**config.mk**
```make
export PLATFORM = sky130hd
export DESIGN_NAME = scr_1dim_core
export DESIGN_NICKNAME = d
export VERILOG_FILES = /design/src/rtl/scr_1dim_core.sv
export SDC_FILE = /design/constraint.sdc
export NUM_CORES = 1
export LEC_CHECK = 0
export ABC_AREA = 1
export CORE_MARGIN = 10
export CORE_UTILIZATION = 30
export DETAILED_ROUTE_END_ITERATION = 16
export GPL_TIMING_DRIVEN = 1
export MAX_ROUTING_LAYER = met4
export PLACE_DENSITY = 0.59
export SLEW_MARGIN = 20
export SYNTH_ARGS = -nofsm -noshare
export SYNTH_HDL_FRONTEND = slang
export SYNTH_SLANG_ARGS = --single-unit
```
**constraint.sdc**
```tcl
create_clock -name clk -period 1 [get_ports clk]
set_input_delay 0.3 -clock clk [delete_from_list [all_inputs] [get_ports clk]]
set_output_delay 0.3 -clock clk [all_outputs]
set_load 0.01 [all_outputs]
```
**src/rtl/scr_1dim_core.sv**
```systemverilog
// Parallel additive LFSR scrambler with seed load and bypass.
// Each enabled cycle consumes DATA_WIDTH bits MSB first; output is registered.
module scr_1dim_core #(
  parameter int unsigned DATA_WIDTH = 1,
  parameter int unsigned SCR_WIDTH  = 7,
  parameter int unsigned TAP_B      = SCR_WIDTH - 4
) (
  input  logic                  clk,
  input  logic                  kill,
  input  logic                  scr_en,
  input  logic [DATA_WIDTH-1:0] data_in,
  input  logic                  data_in_en,
  input  logic [SCR_WIDTH-1:0]  init_val,
  input  logic                  init_val_en,
  output logic [DATA_WIDTH-1:0] data_out,
  output logic                  data_out_en
);

  logic [SCR_WIDTH-1:0]  state_q;
  logic [SCR_WIDTH-1:0]  state_d;
  logic [SCR_WIDTH-1:0]  walk;
  logic [DATA_WIDTH-1:0] keystream;

  // Unroll DATA_WIDTH LFSR steps from the effective start state; the seed
  // bypasses the register so a word can be scrambled on the load cycle.
  always_comb begin
    walk      = init_val_en ? init_val : state_q;
    keystream = '0;
    for (int k = 0; k < int'(DATA_WIDTH); k++) begin
      keystream[DATA_WIDTH-1-k] = walk[SCR_WIDTH-1] ^ walk[TAP_B];
      walk = {walk[SCR_WIDTH-2:0], walk[SCR_WIDTH-1] ^ walk[TAP_B]};
    end
  end

  always_comb begin
    state_d = state_q;
    if (data_in_en) begin
      state_d = walk;
    end else if (init_val_en) begin
      state_d = init_val;
    end
  end

  always_ff @(posedge clk) begin
    if (kill) begin
      state_q     <= '1;
      data_out    <= '0;
      data_out_en <= 1'b0;
    end else begin
      state_q     <= state_d;
      data_out_en <= data_in_en;
      if (data_in_en) begin
        data_out <= scr_en ? (data_in ^ keystream) : data_in;
      end
    end
  end

endmodule

```
==> qor.csv, run 1 <==
metric,value,unit
run_status,completed,
crit_path_start,data_out$_SDFFE_PP0P_,
crit_type,register to output pin,
crit_arrival,690,ps
finalPower,0.000941,W
crit_chain,buf_6,
die_h,60.4,µm
overflow,0,
rsz0062_at_grt,true,
crit_path_end_kind,output pin,
netlist_area,489,µm²
worst_pin_slew,181,ps
clkSinkCount,9,
row_count,14,
grt_pass1_wl,2060,µm
dieArea,3650,µm²
swShare,29.2,%
layout_min_cycle_time,993,ps
netSwitchingPower,0.000275,W
r2r_slack,70,ps
via_per_inst,4.44,
synth-warning-count,0,
wl_met1,522,µm
worst-path-stages,1,
grt_max_degree,10,
core_region_area,1520,µm²
drt-initial-drc-count,5,
p_seq_share,43.0,%
final_nets,107,
max_freq,1010,MHz
top_layer,met4,
synthCells,73,
ys_ff_latch,9,
cp_max_fo,2,
wl_per_cell,11.4,µm
synthesis.nets,86,
holdBufCountCts,0,
cts-buffers-inserted,3,
critical_path.top_delay_family,flip-flops,
io_pins,15,
seqCellArea,185,µm²
tns,0,ps
grt_pass1_vias,461,
dr_wl_met2,610,µm
slew_violations,0,
synth_top_area_share,36.8,%
relSlewSlack,88.0,%
area_delta_synth_final,53.2,%
multiInputGateArea,293,µm²
chipWidth,60.4,µm
cts_buffer_depth,2,
ant_nets,0,
drc,0,
cts_root_buffer,clkbuf_4,
max_stage_delay,320,ps
irDropWorstVdd,0.614,mV
slowest_stage,dfxtp_2,
intPower,0.000666,W
layoutNonFillerInstCount,109,
pwr-share-comb,26.6,%
clk_latency,260,ps
io_buffers,14,
hp-class,input port to register,
power.leakage,0.374,nW
power_density,1260,nW/µm²
cp.required,700,ps
netlist-cell-type-count,12,
reg2regPathDepth,8,
cts.clk_slew.worst_paths,60,ps
skew,0.604,ps
grt_usage,7.60,%
start_util,32.1,%
ys_seq_area_share,36.8,%
start_kind,register,
fillers,158,
synth.area.top_cells,"dfxtp_1 (37%), nand2_1 (21%), inv_1 (11%), o22ai_1 (9.0%), nand2_2 (6.4%)",
htreeDepth,1,
drt-total-wl,1240,µm
setup_viol,0,
path_buf_inv,1,
dp_hpwl,873,µm
maxCapViolCount,0,
cp-endpoint,data_out,
cts_tree,done,
reg2reg_from,state_q[3]$_SDFF_PP1_,
place.gp.congestion,0.802,
wl_met3,74,µm
r2r-end,data_out$_SDFFE_PP0P_,
hold_depth,2,
drtPass1Iterations,4,
avgSynthCellArea,6.70,µm²
vias,484,
dpl.cell_count,104,
yosysTopAreaCell,dfxtp_1,
pwr-share-clk,30.4,%
antenna_found_initial,0,
insertedDiodeCount,0,
timing.final.crit_share,99.3,%
hold_viol,0,
drive_above_1_share,40.9,%
[logic make-up after synthesis]
family                 after synthesis  synth area share, %
and+or+nand+nor                     40                 38.1
buffers and inverters               17                 16.1
DFF                                  9                 36.8
AOI/OAI and AO/OA                    7                 8.95
[final cells by class]
| type | count | area share [%] |
|---|---|---|
| Timing Repair Buffer | 17 | 20.7 |
| Tap cell | 16 | 2.67 |
| Multi-Input combinational cell | 47 | 39.1 |
| Sequential cell | 9 | 24.7 |
| Clock buffer | 4 | 3.51 |
| Inverter | 16 | 9.35 |
[per-stage QoR]
step	area (µm²)	setup slack, ps	hold slack, ps	utilization (%)
final	749	7.35	419	49.2
after CTS	719	-4.12	392	47.2
after global routing	749	-12.5	430	49.2
after global placement	653	-624	454	42.9
after detailed placement	653	-651	452	42.9
after floorplan	489	8.16	394	-
[routing by layer]
| layer | up-vias | GRT usage (%) |
|---|---|---|
| met5 | - | - |
| met4 | 0 | 5.77 |
| met3 | 2 | 1.46 |
| met2 | 10 | 11.3 |
| met1 | 210 | 8.76 |
| li1 | 262 | - |
[synthesized netlist by cell type, drive strengths merged]
master,count
inv,16
o22ai,7
nand2,35
buf,1
nor2,2
dfxtp,9
nand3,3
[state kept, by name (all words and copies together), names as in the netlist]
register and flops:
state_q 7, data_out 1, data_out_en 1
[cells in the final DEF, fill, tap and decap left out]
cell and instances:
dfxtp_1 5, o22ai_1 1, clkdlybuf4s50_1 7, clkbuf_1 1, buf_2 1, nand2_4 2
inv_4 1, buf_6 2, inv_1 12, nand3_1 1, nor2_4 1, inv_2 2
nand2_1 24, buf_4 3, dlygate4sd2_1 4, nand3_2 2, dfxtp_2 4, inv_8 1
nand2_2 9, nor2_2 1, o22ai_2 6, clkbuf_4 3
[how the worst min path moves through the flow]
| stage | startpoint | to | slack [ps] |
|---|---|---|---|
| final | kill | data_out_en$_SDFF_PP0_ | 420 |
| after global routing | kill | data_out_en$_SDFF_PP0_ | 430 |
| after CTS | kill | data_out_en$_SDFF_PP0_ | 390 |
| after detailed placement | data_out$_SDFFE_PP0P_ | data_out$_SDFFE_PP0P_ | 450 |
| after global placement | data_out$_SDFFE_PP0P_ | data_out$_SDFFE_PP0P_ | 450 |
| after floorplan | kill | data_out_en$_SDFF_PP0_ | 390 |
[repair_timing]
action	CTS	global route
buffers inserted	1	0
endpoints found under the hold margin	0	0
resized for setup	29	11
setup endpoints to repair	10	4
pin swaps	9	4
[power by group through the flow]
| stage | combinational (W) | clock (W) | sequential (W) |
|---|---|---|---|
| after floorplan | 0.000123 | 0 | 0.000410 |
| after global placement | 0.000211 | 0 | 0.000409 |
| after detailed placement | 0.000211 | 0 | 0.000409 |
| after CTS | 0.000235 | 0.000291 | 0.000402 |
| after global routing | 0.000279 | 0.000317 | 0.000407 |
| final | 0.000250 | 0.000286 | 0.000405 |
Note: power is estimated with default switching activity, not from simulation.
==> run 2: changes to the inputs <==
--- a/config.mk
+++ b/config.mk
@@ -13,4 +13,5 @@
 export MAX_ROUTING_LAYER = met4
 export PLACE_DENSITY = 0.59
+export SKIP_CTS_REPAIR_TIMING = 1
 export SLEW_MARGIN = 20
 export SYNTH_ARGS = -nofsm -noshare
==> constraint.sdc (replaced) <==
create_clock -name clk -period 1 [get_ports clk]
set_input_delay 0.3 -clock clk [delete_from_list [all_inputs] [get_ports clk]]
set_output_delay 0.3 -clock clk [all_outputs]
set_load 0.05 [all_outputs]
==> run 2 against run 1 <==
Against the previous run:
- the flow now finishes with violations (setup timing)
- worst setup slack worse by 67 ps
- count of clock-buffer cells in the layout unchanged
- core utilization up 4.1 points
- power up 4.6%
- via count up 3.3%
- sequential power about the same
- clock skew up 1.5 ps
- wire length about the same
- combinational power up 20%
- final area up 8.3%
- critical endpoint unchanged
- highest routed layer unchanged
==> qor.csv, run 2 (synthesized netlist as in run 1, its figures left out) <==
metric,value,unit
min-delay-start,kill,
max_stage_delay,360,ps
dp_hpwl,946,µm
violations,setup timing,
drive_above_1_share,38.9,%
final_cell_mix,"nand2_1 (26), inv_1 (12), nand2_2 (7), clkdlybuf4s50_1 (7), dfxtp_1 (6)",
overflow,0,
r2r-end,data_out$_SDFFE_PP0P_,
fin_ws,-59.4,ps
setup_viol,2,
drtPass1Iterations,4,
drc,0,
reg2reg_from,state_q[3]$_SDFF_PP1_,
irDropWorstVdd,0.692,mV
final_nets,109,
timing.hold.ws,309,ps
max_freq,944,MHz
insertedDiodeCount,0,
crit_chain,buf_12,
cp.required,700,ps
crit_arrival,760,ps
hp-class,input port to register,
largest-register,state_q,
crit_type,register to output pin,
start_util,32.1,%
skew,2.09,ps
clk_latency,260,ps
reg2regPathDepth,8,
core_region_area,1520,µm²
run_status,"finished, violations left",
dieArea,3650,µm²
die_h,60.4,µm
timing.final.crit_share,106,%
start_kind,register,
reg.largest.list,"state_q (7), data_out (1), data_out_en (1)",
wl_per_cell,11.2,µm
final_common_cell,nand2_1,
slowest_stage,dfxtp_4,
critical_path.top_delay_family,flip-flops,
grt_max_degree,10,
drt-total-wl,1240,µm
place_worst_setup_slack,-671,ps
holdPathEnd,data_out_en$_SDFF_PP0_,
path_buf_inv,1,
drt-initial-drc-count,4,
io_buffers,14,
cts_root_buffer,clkbuf_4,
row_count,14,
cp_max_fo,2,
maxCapViolCount,0,
vias,500,
crit_path_end_kind,output pin,
r2r_slack,50,ps
antenna_found_initial,0,
slew_violations,0,
relSlewSlack,85.7,%
hold_viol,0,
rsz0062_at_grt,true,
cts.clk_slew.worst_paths,60,ps
grt_pass1_vias,482,
place.gp.congestion,0.759,
power.leakage,0.421,nW
worst_pin_slew,215,ps
clkSinkCount,9,
grt_pass1_wl,1970,µm
io_pins,15,
cts-buffers-inserted,3,
chipWidth,60.4,µm
grt_usage,7.38,%
ant_nets,0,
htreeDepth,1,
via_per_inst,4.50,
area_delta_synth_final,66.0,%
cts_buffer_depth,2,
largest_register_ffs,7,
cts_tree,done,
power_density,1210,nW/µm²
hold_depth,2,
layout_min_cycle_time,1060,ps
run 2: cell types whose count changed in the layout (fill, tap and decap cells not counted), sizes merged:
cell	delta
dlygate4sd2	-4
dlymetal6s2s	+4
buf	+1
clkbuf	+1
clkinv	+1
inv	-1
run 2: worst max path at each step:
stage                                     start  depth (start not counted)                     to
after global routing      data_out$_SDFFE_PP0P_                          1               data_out
after detailed placement            init_val_en                          8  data_out$_SDFFE_PP0P_
after floorplan                     init_val_en                          9  data_out$_SDFFE_PP0P_
after global placement              init_val_en                          8  data_out$_SDFFE_PP0P_
final                     data_out$_SDFFE_PP0P_                          1               data_out
after CTS                           init_val_en                          8  data_out$_SDFFE_PP0P_
run 2: layout make-up:
type	instances	area, µm²
Clock buffer	4	26.3
Tap cell	16	20.0
Timing Repair Buffer	19	203
Fill cell	143	712
Sequential cell	9	186
Multi-Input combinational cell	47	304
Inverter	16	72.6
run 2: metrics by stage:
step	utilization (%)	std cells	setup TNS [ps]	total power [W]	instance area, µm²
final	53.3	111	-90.8	0.000984	812
after global routing	53.3	111	-182	0.00105	812
after CTS	45.9	108	-2810	0.000936	699
after detailed placement	44.2	104	-4790	0.000655	673
after global placement	44.2	104	-4480	0.000652	673
after floorplan	-	73	0	0.000550	489
run 2: metal layers:
| layer | track usage, % | vias up | routed length [µm] |
|---|---|---|---|
| met2 | 10.1 | 11 | 566 |
| met1 | 8.38 | 214 | 545 |
| met5 | - | - | 0 |
| met3 | 1.46 | 6 | 75 |
| li1 | - | 269 | - |
| met4 | 7.69 | 0 | 53 |
run 2: power by group:
group          switching, W  internal (W)
registers         0.0000160      0.000391
logic              0.000154      0.000147
clock network      0.000123      0.000154
total              0.000293      0.000691
